==> src/rtl/inst_fetch_pkg.sv <==
// Shared types and defaults for the instruction fetch unit: FSM encoding
// and the opcode field that identifies HALT.
package inst_fetch_pkg;

  typedef enum logic [1:0] {
    ST_IDLE  = 2'd0,
    ST_FETCH = 2'd1,
    ST_DRAIN = 2'd2,
    ST_DONE  = 2'd3
  } fetch_state_e;

  localparam int              OPCODE_MSB_DEF  = 31;
  localparam int              OPCODE_W_DEF    = 4;
  localparam logic [3:0]      HALT_OPCODE_DEF = 4'hF;

endpackage

==> src/rtl/inst_fetch_unit_if.sv <==
// Decoder-side instruction stream of the fetch unit (master = fetch unit,
// slave = decoder).
interface inst_fetch_unit_if #(
  parameter int DATA_WIDTH = 32,
  parameter int ADDR_WIDTH = 11
);
  // Valid/ready: a beat transfers on a cycle where inst_valid && inst_ready;
  // while inst_valid is high and inst_ready low, inst_data/inst_pc hold.
  logic                  inst_valid;
  logic                  inst_ready;
  logic [DATA_WIDTH-1:0] inst_data;
  logic [ADDR_WIDTH-1:0] inst_pc;

  modport master (
    output inst_valid,
    output inst_data,
    output inst_pc,
    input  inst_ready
  );

  modport slave (
    input  inst_valid,
    input  inst_data,
    input  inst_pc,
    output inst_ready
  );
endinterface

==> src/rtl/inst_fetch_fifo.sv <==
// Prefetch FIFO of {pc, instruction} entries; head is read combinationally
// from the storage register addressed by the read pointer.
module inst_fetch_fifo #(
  parameter int DEPTH = 4,
  parameter int WIDTH = 8
) (
  input  logic                       clk,
  input  logic                       reset,
  input  logic                       push,
  input  logic [WIDTH-1:0]           push_data,
  input  logic                       pop,
  output logic [WIDTH-1:0]           pop_data,
  output logic [$clog2(DEPTH):0]     count,
  output logic                       empty,
  output logic                       full
);
  localparam int PTR_W = $clog2(DEPTH);
  localparam int CNT_W = PTR_W + 1;

  logic [WIDTH-1:0] mem [DEPTH];
  logic [PTR_W-1:0] wr_ptr;
  logic [PTR_W-1:0] rd_ptr;
  logic             do_push;
  logic             do_pop;

  always_comb begin
    empty   = (count == '0);
    full    = (count == CNT_W'(DEPTH));
    do_pop  = pop && !empty;
    // A simultaneous pop frees the slot, so push into a full FIFO is legal then.
    do_push = push && (!full || do_pop);
    pop_data = mem[rd_ptr];
  end

  always_ff @(posedge clk or negedge reset) begin
    if (!reset) begin
      wr_ptr <= '0;
      rd_ptr <= '0;
      count  <= '0;
      for (int i = 0; i < DEPTH; i++) mem[i] <= '0;
    end else begin
      if (do_push) begin
        mem[wr_ptr] <= push_data;
        wr_ptr      <= wr_ptr + PTR_W'(1);
      end
      if (do_pop) rd_ptr <= rd_ptr + PTR_W'(1);
      case ({do_push, do_pop})
        2'b10:   count <= count + CNT_W'(1);
        2'b01:   count <= count - CNT_W'(1);
        default: count <= count;
      endcase
    end
  end

endmodule

==> src/rtl/inst_fetch_unit.sv <==
// Instruction fetch unit: sequential imem reads into a prefetch FIFO, stopping
// at a count or HALT. Optional stall counter under INST_FETCH_PERF_EN.
module inst_fetch_unit
  import inst_fetch_pkg::*;
#(
  parameter int                  DATA_WIDTH  = 32,
  parameter int                  ADDR_WIDTH  = 11,
  parameter int                  FIFO_DEPTH  = 4,
  parameter int                  OPCODE_MSB  = OPCODE_MSB_DEF,
  parameter int                  OPCODE_W    = OPCODE_W_DEF,
  parameter logic [OPCODE_W-1:0] HALT_OPCODE = HALT_OPCODE_DEF
) (
  input  logic                  clk,
  input  logic                  reset,
  input  logic                  start,
  input  logic [ADDR_WIDTH:0]   num_inst,
  output logic                  imem_read_req,
  output logic [ADDR_WIDTH-1:0] imem_read_addr,
  input  logic [DATA_WIDTH-1:0] imem_read_data,
  inst_fetch_unit_if.master     dec,
  output logic                  busy,
  output logic                  done,
  output logic [31:0]           stall_cycles,
  output fetch_state_e          fsm_state
);
  localparam int                  FIFO_W   = ADDR_WIDTH + DATA_WIDTH;
  localparam int                  CNT_W    = $clog2(FIFO_DEPTH) + 1;
  localparam logic [CNT_W:0]      DEPTH_C  = (CNT_W+1)'(FIFO_DEPTH);
  localparam logic [ADDR_WIDTH:0] MAX_INST = {1'b1, {ADDR_WIDTH{1'b0}}};

  fetch_state_e          state;
  logic [ADDR_WIDTH-1:0] pc;
  logic [ADDR_WIDTH-1:0] inflight_pc;
  logic [ADDR_WIDTH:0]   issued;
  logic [ADDR_WIDTH:0]   issued_nxt;
  logic [ADDR_WIDTH:0]   num_q;
  logic                  inflight;
  logic                  drop_q;

  logic [CNT_W-1:0]      fifo_count;
  logic                  fifo_empty;
  logic                  fifo_full;
  logic [FIFO_W-1:0]     fifo_head;
  logic [CNT_W:0]        credit;
  logic                  issue;
  logic                  push;
  logic                  pop;
  logic                  halt_hit;
  logic                  drain_done;

  always_comb begin
    // The outstanding read owns a FIFO slot, so counting it prevents overflow.
    credit     = {1'b0, fifo_count} + {{CNT_W{1'b0}}, inflight};
    issue      = (state == ST_FETCH) && (credit < DEPTH_C) && (issued < num_q);
    push       = inflight && !drop_q && (!fifo_full || pop);
    halt_hit   = push && (imem_read_data[OPCODE_MSB -: OPCODE_W] == HALT_OPCODE);
    pop        = dec.inst_valid && dec.inst_ready;
    issued_nxt = issued + {{ADDR_WIDTH{1'b0}}, issue};
    // Finish as soon as the FIFO will be empty after this edge with nothing in flight.
    drain_done = !inflight && (fifo_empty || ((fifo_count == CNT_W'(1)) && pop));
  end

  assign imem_read_req  = issue;
  assign imem_read_addr = pc;
  assign fsm_state      = state;

  always_ff @(posedge clk or negedge reset) begin
    if (!reset) begin
      state       <= ST_IDLE;
      pc          <= '0;
      inflight_pc <= '0;
      issued      <= '0;
      num_q       <= '0;
      inflight    <= 1'b0;
      drop_q      <= 1'b0;
      busy        <= 1'b0;
      done        <= 1'b0;
    end else begin
      inflight <= issue;
      done     <= 1'b0;
      if (issue) begin
        inflight_pc <= pc;
        pc          <= pc + ADDR_WIDTH'(1);
        issued      <= issued_nxt;
      end
      case (state)
        ST_IDLE: begin
          if (start) begin
            num_q  <= (num_inst > MAX_INST) ? MAX_INST : num_inst;
            pc     <= '0;
            issued <= '0;
            drop_q <= 1'b0;
            if (num_inst == '0) begin
              state <= ST_DONE;
              done  <= 1'b1;
            end else begin
              state <= ST_FETCH;
              busy  <= 1'b1;
            end
          end
        end
        ST_FETCH: begin
          // The read issued alongside a HALT return is dropped when it lands.
          if (halt_hit) drop_q <= 1'b1;
          if (halt_hit || (issued_nxt == num_q)) state <= ST_DRAIN;
        end
        ST_DRAIN: begin
          if (halt_hit) drop_q <= 1'b1;
          if (drain_done) begin
            state <= ST_DONE;
            busy  <= 1'b0;
            done  <= 1'b1;
          end
        end
        ST_DONE: state <= ST_IDLE;
        default: state <= ST_IDLE;
      endcase
    end
  end

  inst_fetch_fifo #(
    .DEPTH (FIFO_DEPTH),
    .WIDTH (FIFO_W)
  ) u_fifo (
    .clk       (clk),
    .reset     (reset),
    .push      (push),
    .push_data ({inflight_pc, imem_read_data}),
    .pop       (pop),
    .pop_data  (fifo_head),
    .count     (fifo_count),
    .empty     (fifo_empty),
    .full      (fifo_full)
  );

  assign dec.inst_valid = !fifo_empty;
  assign dec.inst_data  = fifo_head[DATA_WIDTH-1:0];
  assign dec.inst_pc    = fifo_head[FIFO_W-1:DATA_WIDTH];

`ifdef INST_FETCH_PERF_EN
  always_ff @(posedge clk or negedge reset) begin
    if (!reset) begin
      stall_cycles <= '0;
    end else if ((state == ST_IDLE) && start) begin
      stall_cycles <= '0;
    end else if (busy && dec.inst_valid && !dec.inst_ready && (stall_cycles != 32'hFFFF_FFFF)) begin
      stall_cycles <= stall_cycles + 32'd1;
    end
  end
`else
  assign stall_cycles = 32'd0;
`endif

endmodule

==> src/flat_wrapper.sv <==
// flat-port wrapper written by rule: the top's interface ports become plain ports
module inst_fetch_unit_flat import inst_fetch_pkg::*;
#(
  parameter int                  DATA_WIDTH  = 32,
  parameter int                  ADDR_WIDTH  = 11,
  parameter int                  FIFO_DEPTH  = 4,
  parameter int                  OPCODE_MSB  = OPCODE_MSB_DEF,
  parameter int                  OPCODE_W    = OPCODE_W_DEF,
  parameter logic [OPCODE_W-1:0] HALT_OPCODE = HALT_OPCODE_DEF
)
  (clk, reset, start, num_inst, imem_read_req, imem_read_addr, imem_read_data, busy, done, stall_cycles, fsm_state, dec_inst_valid, dec_inst_data, dec_inst_pc, dec_inst_ready);
  inst_fetch_unit_if #(.DATA_WIDTH(DATA_WIDTH), .ADDR_WIDTH(ADDR_WIDTH)) dec_i ();
  input  logic clk;
  input  logic reset;
  input  logic start;
  input  logic [ADDR_WIDTH:0] num_inst;
  output logic imem_read_req;
  output logic [ADDR_WIDTH-1:0] imem_read_addr;
  input  logic [DATA_WIDTH-1:0] imem_read_data;
  output logic busy;
  output logic done;
  output logic [31:0] stall_cycles;
  output fetch_state_e fsm_state;
  output wire logic [$bits(dec_i.inst_valid)-1:0] dec_inst_valid;
  output wire logic [$bits(dec_i.inst_data)-1:0] dec_inst_data;
  output wire logic [$bits(dec_i.inst_pc)-1:0] dec_inst_pc;
  input wire logic [$bits(dec_i.inst_ready)-1:0] dec_inst_ready;
  assign dec_inst_valid = dec_i.inst_valid;
  assign dec_inst_data = dec_i.inst_data;
  assign dec_inst_pc = dec_i.inst_pc;
  assign dec_i.inst_ready = dec_inst_ready;
  inst_fetch_unit #(.DATA_WIDTH(DATA_WIDTH), .ADDR_WIDTH(ADDR_WIDTH), .FIFO_DEPTH(FIFO_DEPTH), .OPCODE_MSB(OPCODE_MSB), .OPCODE_W(OPCODE_W), .HALT_OPCODE(HALT_OPCODE)) u_core (.clk(clk), .reset(reset), .start(start), .num_inst(num_inst), .imem_read_req(imem_read_req), .imem_read_addr(imem_read_addr), .imem_read_data(imem_read_data), .dec(dec_i), .busy(busy), .done(done), .stall_cycles(stall_cycles), .fsm_state(fsm_state));
endmodule
==> config.mk <==
export PLATFORM = sky130hd
export DESIGN_NAME = inst_fetch_unit_flat
export DESIGN_NICKNAME = d
export VERILOG_FILES = /design/src/rtl/inst_fetch_pkg.sv /design/src/rtl/inst_fetch_unit_if.sv /design/src/rtl/inst_fetch_fifo.sv /design/src/rtl/inst_fetch_unit.sv /design/src/flat_wrapper.sv
export SDC_FILE = /design/constraint.sdc
export NUM_CORES = 1
export LEC_CHECK = 0
export CAP_MARGIN = 5
export CORE_AREA = 3 3 171 173
export CTS_CLUSTER_SIZE = 12
export DETAILED_ROUTE_END_ITERATION = 10
export DIE_AREA = 0 0 174 176
export SLEW_MARGIN = 20
export SYNTH_ARGS = -nofsm -noshare
export SYNTH_HDL_FRONTEND = slang
export SYNTH_SLANG_ARGS = --single-unit
==> constraint.sdc <==
create_clock -name clk -period 3.45 [get_ports clk]
set_input_delay 0.69 -clock clk [delete_from_list [all_inputs] [get_ports clk]]
set_output_delay 0.69 -clock clk [all_outputs]
set_load 0.02 [all_outputs]
# ---- After elaboration in Yosys (flattened, before gate mapping)
# Index checks and enable logic that the tools add are counted.
dict set report word_totals {
  in_bits 48
  ff_bits 231
  out_inout_bits 92
}
dict set report op_classes {
  addsub 7
  n_eq_ne 14
  n_mux 30
  n_reduce_logical 30
  order_cmp 6
  bitwise 2
}
# cell n
set op_table {}
lappend op_table {{bitwise mux 172 bit} 1}
lappend op_table {{two-way mux 43 bit} 3}
lappend op_table {{binary-select mux 43 bit (select 2 bit)} 1}
lappend op_table {{demux 43 bit (select 2 bit)} 1}
lappend op_table {{two-way mux 12 bit} 4}
lappend op_table {{two-way mux 11 bit} 3}
lappend op_table {{adder 12 x 1 -> 12 bit} 1}
lappend op_table {{== test 12 bit} 1}
lappend op_table {{> comparator 12 bit (second input constant)} 1}
lappend op_table {{logical NOT 12 bit} 1}
lappend op_table {{< comparator 12 bit} 1}
lappend op_table {{adder 11 x 1 -> 11 bit (second input constant)} 1}
lappend op_table {{logical AND 1 bit} 11}
lappend op_table {{two-way mux 1 bit} 8}
lappend op_table {{two-way mux 2 bit} 4}
lappend op_table {{one-hot mux 2 bit (4 select lines)} 1}
lappend op_table {{== test 2 bit (second input constant)} 3}
lappend op_table {{greater-or-equal comparator 3 bit (second input constant)} 2}
lappend op_table {{!= test 2 bit (second input constant)} 3}
lappend op_table {{inverter 2 -> 3 bit} 2}
lappend op_table {{one-hot mux 1 bit (2 select lines)} 3}
lappend op_table {{one-hot mux 3 bit (2 select lines)} 1}
lappend op_table {{AND reduction 3 bit} 2}
lappend op_table {{nonzero test 2 bit} 3}
lappend op_table {{18 further kinds} 27}

# ---- Logic depth before layout (Yosys ltp)
dict set report depth {
  ltp_word 9
  depth_mapped 17
  mapped_depth_nobuf 15
}

# ---- Modules after synthesis
# Synthesis repeated with hierarchy kept, for this count alone.
dict set report hier_totals {
  hier_cells 824
  hier_area_um2 11163.2
}
# module seq_area_each_um2 cells_each instances area_per_inst_um2
set modules_own_cells {}
lappend modules_own_cells {inst_fetch_fifo 4479.3 454 1 7881.3}
lappend modules_own_cells {inst_fetch_unit 1301.2 370 1 3281.9}

# ---- Least setup slack after synthesis
# No wires, ideal clock.
dict set report synth_timing {
  kind {register to register}
  start {register u_core.num_q[5]}
  end {register u_core.state[0] (netlist: u_core.fsm_state[0])}
  path_buffers 2
  path_stages_with_launch 18
  period_less_slack_ps 3897
  path_slack_ps -447
  arrival_ps 3815
  setup_ps 82
  cell_sequence {dfrtp_1 > inv_1 > ha_1 > a21o_1 > a21o_1 > a21oi_1 > o221ai_2 > clkbuf_1 > inv_1 > buf_2 > ha_1 > ha_1 > nand3_4 > or3_1 > a221o_1 > nor4_2 > a221oi_1 > a31oi_1}
}
dict set report synth_between {
  elab_chain_len 7
}
# element line_no
set synth_rtl {}
lappend synth_rtl {{start: declaration} inst_fetch_unit.sv:36} ;# logic [ADDR_WIDTH:0] num_q;
lappend synth_rtl {{start signal: assignment} inst_fetch_unit.sv:89} ;# num_q <= (num_inst > MAX_INST) ? MAX_INST : num_inst;
lappend synth_rtl {{< comparator 12 bit} inst_fetch_unit.sv:54} ;# issue = (state == ST_FETCH) && (credit < DEPTH_C) && (issued < num_q);
lappend synth_rtl {{logical AND 1 bit} inst_fetch_unit.sv:54}
lappend synth_rtl {{net imem_read_req} flat_wrapper.sv:17} ;# output logic imem_read_req;
lappend synth_rtl {{adder 12 x 1 -> 12 bit} inst_fetch_unit.sv:58} ;# issued_nxt = issued + {{ADDR_WIDTH{1'b0}}, issue};
lappend synth_rtl {{== test 12 bit} inst_fetch_unit.sv:105} ;# if (halt_hit || (issued_nxt == num_q)) state <= ST_DRAIN;
lappend synth_rtl {{logical OR 1 bit} inst_fetch_unit.sv:105}
lappend synth_rtl {{!= test 2 bit (no source line)} -}
lappend synth_rtl {{AND reduction 3 bit (no source line)} -}
lappend synth_rtl {{end signal: assignment} inst_fetch_unit.sv:105}
lappend synth_rtl {{end signal: assignment} inst_fetch_unit.sv:110} ;# state <= ST_DONE;
lappend synth_rtl {{end signal: assignment} inst_fetch_unit.sv:115} ;# ST_DONE: state <= ST_IDLE;
lappend synth_rtl {{end: declaration} inst_fetch_unit.sv:31} ;# fetch_state_e state;
# The timed path passes the listed nets, and every way through them passes these cells.
# A chain may end at the register's enable or synchronous reset.

# ---- Final worst setup path
dict set report layout_timing {
  start {register u_core.u_fifo.rd_ptr[0]}
  end {output port dec_inst_pc[10]}
}
dict set report layout_between {
  elab_chain_len 4
}
# element line_no
set layout_rtl {}
lappend layout_rtl {{start: declaration} inst_fetch_fifo.sv:22} ;# logic [PTR_W-1:0] rd_ptr;
lappend layout_rtl {{start signal: assignment} inst_fetch_fifo.sv:46} ;# if (do_pop) rd_ptr <= rd_ptr + PTR_W'(1);
lappend layout_rtl {{inverter 2 -> 3 bit (not written as such)} inst_fetch_fifo.sv:32} ;# pop_data = mem[rd_ptr];
lappend layout_rtl {{binary-select mux 43 bit (select 2 bit)} inst_fetch_fifo.sv:32}
lappend layout_rtl {{two-way mux 43 bit (not written as such) (2 in series)} inst_fetch_fifo.sv:32}
lappend layout_rtl {{end: declaration} flat_wrapper.sv:26} ;# output wire logic [$bits(dec_i.inst_pc)-1:0] dec_inst_pc;
# Every way passes these cells. The select of a mux whose other input is x is not followed.

==> flow_metrics.py <==
metrics = {
    "outcome": {
        "outcome": "finished, final reports clean",
    },
    "synthesis": {
        "cell_area_after_synthesis_mm2": 0.0111,
        "synth-warning-count": 0,
        "number_of_synthesized_flops_with_an_enable_pin": 0,
        "synthDistinctLibCells": 55,
        "syn-mean-instance-area_um2": 13.2,
        "syn-instance-count": 840,
        "postSynthRegisterBits": 231,
        "postSynth.topFlopCell": "sky130_fd_sc_hd__dfrtp_1",
        "share_of_flip_flops_with_an_asynchronous_set_or_reset_after_synthesis_pct": 100,
        "seq_area_frac_synth_pct": 52.0,
    },
    "cts": {
        "cts_hold_buffers": 0,
        "max-clock-path-buffers": 3,
        "clock_sink_count": 231,
        "clock_tree.root_cell": "sky130_fd_sc_hd__clkbuf_16",
        "tritoncts_clock_tree": "yes",
        "latest_clock_arrival_within_the_worst_skew_pair_ns": 0.53,
        "clk_pin_slew_ns": 0.06,
        "cts_made_buffers": 27,
        "htree_levels": 1,
    },
    "timing": {
        "max_freq_ghz": 0.306,
        "timing.final.max_slew_violations": 0,
        "relative_slew_slack_pct": 58.6,
        "rsz0062_at_grt": "false",
        "worstMarginPinSlew_ns": 0.621,
        "finalWorstPathRequiredPeriod_ns": 3.26,
        "finalSetupViolations": 0,
        "final.setup_skew_ns": 0.0216,
        "period_utilization_post_route_pct": 94.6,
        "tns_ns": 0,
        "final_hold_viol_count": 0,
    },
    "critical_path": {
        "crit_fanout": 19,
        "arrival_ns": 2.57,
        "worst-path-buf-inv": 2,
        "worst-endpoint-required_ns": 2.76,
        "critical_path.startpoint_type": "flip-flop",
        "register_to_register_setup_slack_ns": 0.29,
        "worstSetupEndpointType": "output port",
        "timing.critical_path.cells": "buf_12, mux4_2, clkdlybuf4s50_1",
        "worst_path_dominant_cell_family": "buffers and inverters",
        "setup_crit_path_kind": "flip-flop to output port",
        "largest_incremental_delay_on_the_critical_path_ns": 0.69,
        "critPathSlowestCell": "sky130_fd_sc_hd__dfrtp_4",
    },
    "die": {
        "die_width_um": 174,
        "rows": 61,
        "ioPinCount": 140,
        "die_area_mm2": 0.0306,
        "design.core.area_mm2": 0.0278,
        "floorplan.initialDensity_pct": 40.0,
        "floorplan.die.height_um": 176,
    },
    "power_and_ir_drop": {
        "power.static_leakage_uw": 0.00601,
        "worst_ir_drop_vdd_mv": 0.400,
        "pwr_density_cell_mw_per_mm2": 925,
        "total_power_uw": 12600,
    },
    "cells_and_area": {
        "layout_commonest_cell": "sky130_fd_sc_hd__dfrtp_1",
        "most-common-layout-cells": "229 x sky130_fd_sc_hd__dfrtp_1, 172 x sky130_fd_sc_hd__mux2_2, 105 x sky130_fd_sc_hd__clkdlybuf4s50_1",
        "seqCellArea_mm2": 0.00579,
        "antenna_cells_inserted": 0,
        "fill_cells": 2493,
        "area.growth.synth_to_final_pct": 22.3,
        "design.final.nets": 1033,
        "multiInputGateArea_mm2": 0.00501,
        "post_route_cells_drive_above_1_share_pct": 31.0,
    },
    "global_route": {
        "first_global_vias": 7326,
        "globalRouteOverflowTotal": 0,
        "antenna_found_initial": 0,
        "globalRouteTotalUtil_pct": 15.6,
        "maximum_number_of_pins_on_one_net_before_global_route_repair": 77,
        "grt_first_pass_wirelength_mm": 39.1,
    },
    "detailed_routing": {
        "wirelength_met1_mm": 11.1,
        "dr_total_vias": 6968,
        "antenna_left": 0,
        "firstDrtPassIters": 6,
        "route.final.wire_length_mm": 23.9,
        "drt-initial-drc-count": 326,
        "drt-wirelength-per-cell_um": 17.6,
        "highest_layer": "met4",
        "met3_length_mm": 1.17,
        "drc_violations": 0,
        "detailroute.wirelength.met2_mm": 11.3,
        "avgViaCountPerCell": 5.14,
    },
    "placement": {
        "dp_hpwl_mm": 15.2,
        "buffer_ports.inserted": 107,
        "final_wtd_congestion": 0.846,
    },
    "hold_path": {
        "hold_path_class": "input port to asynchronous set/reset pin",
    },
    "run": {
        "timing.max_cap.violations": 0,
    },
}
==> what timing repair did <==
| item | in CTS | in global routing |
|---|---|---|
| endpoints found under the setup margin | 1 | 2 |
| buffers inserted | 0 | 0 |
| gates resized for setup | 1 | 3 |
| pin swaps | 0 | 4 |
==> where the power goes <==
group,internal [uW],switching [uW],leakage (uW)
Clock,1640,1080,0.000423
Combinational,2930,2410,0.00263
Sequential,3830,704,0.00295
Total,8400,4190,0.00601
==> stage by stage <==
step           setup slack, ns  util (%)  instances  area [um^2]  hold WS [ns]
3_3_place_gp             0.213      45.9       1308        12700         0.481
2_1_floorplan           0.0140         -        871        11300         0.394
5_1_grt                 0.0350      49.0       1356        13600         0.162
6_report                 0.186      49.0       1356        13600         0.119
3_5_place_dp             0.103      45.9       1308        12700         0.488
4_1_cts                 0.0971      48.9       1356        13600         0.154
==> cell families (layout without fill, tap and decap cells) <==
logic type | Yosys count | in the layout | synth area share, %
simple gates | 148 | 148 | 6.89
fa+ha+maj | 26 | 26 | 2.92
compound gates | 95 | 95 | 5.36
flops | 231 | 231 | 52.0
other cells | 1 | 32 | 0.0337
mux | 220 | 220 | 26.6
buf+inv | 101 | 208 | 4.85
xor+xnor | 18 | 18 | 1.42
==> cell type report <==
cell class              count  area share, %
flip-flops and latches    231           42.5
clock inverters             7          0.469
clock buffers              41           5.79
multi-input cells         539           36.8
repair buffers            133           10.2
inverters                  27          0.781
well taps                 378           3.47
==> sequential cells by signal, indices dropped and copies added, names as in the netlist, 3 cells and up <==
| name | cells |
|---|---|
| u_core.imem_read_addr | 11 |
| u_core.inflight_pc | 11 |
| u_core.issued | 12 |
| u_core.num_q | 12 |
| u_core.u_fifo.count | 3 |
| u_core.u_fifo.mem | 172 |
==> path summary, 6_finish.rpt <==
check	cells after the start	endpoint	start
worst max-delay path	3	dec_inst_pc[10]	u_core.u_fifo.rd_ptr[0]$_DFFE_PN0P_
worst min-delay path	1	u_core.u_fifo.mem[148]$_DFFE_PN0P_	reset
worst max register to register	15	u_core.fsm_state[1]$_DFFE_PN0P_	u_core.num_q[9]$_DFFE_PN0P_
worst min register to register	1	u_core.u_fifo.mem[55]$_DFFE_PN0P_	u_core.u_fifo.mem[55]$_DFFE_PN0P_
max in group asynchronous	2	u_core.busy$_DFFE_PN0P_	reset
min in group clk	1	u_core.u_fifo.mem[55]$_DFFE_PN0P_	u_core.u_fifo.mem[55]$_DFFE_PN0P_
==> cell usage after synthesis (all sizes together) (2+ instances only) <==
master	number	area (um^2)
a211oi	2	20.0
a21o	6	45.0
a21oi	28	140
a221oi	2	17.5
a22o	3	26.3
a31oi	3	18.8
a41oi	2	17.5
and2	3	18.8
and3	2	12.5
buf	60	384
clkbuf	14	53.8
dfrtp	231	5780
ha	26	325
inv	27	101
mux2	172	1940
mux2i	5	50.1
mux4	43	968
nand2	64	240
nand2b	5	31.3
nand3	12	72.6
nand3b	5	37.5
nand4	8	50.1
nor2	11	41.3
nor3	4	20.0
nor4	6	43.8
o21a	2	15.0
o21ai	29	145
o22ai	2	12.5
o311ai	2	17.5
o31ai	8	60.1
or3	13	81.3
or4	8	60.1
xnor2	11	96.3
xor2	7	61.3
==> layer usage <==
layer / up-vias / global-route usage, %
met4: 0 / 3.49
met3: 29 / 2.88
li1: 3234 / -
met2: 143 / 25.7
met1: 3562 / 21.6
met5: - / 0
(Power assumes the default switching activity.)
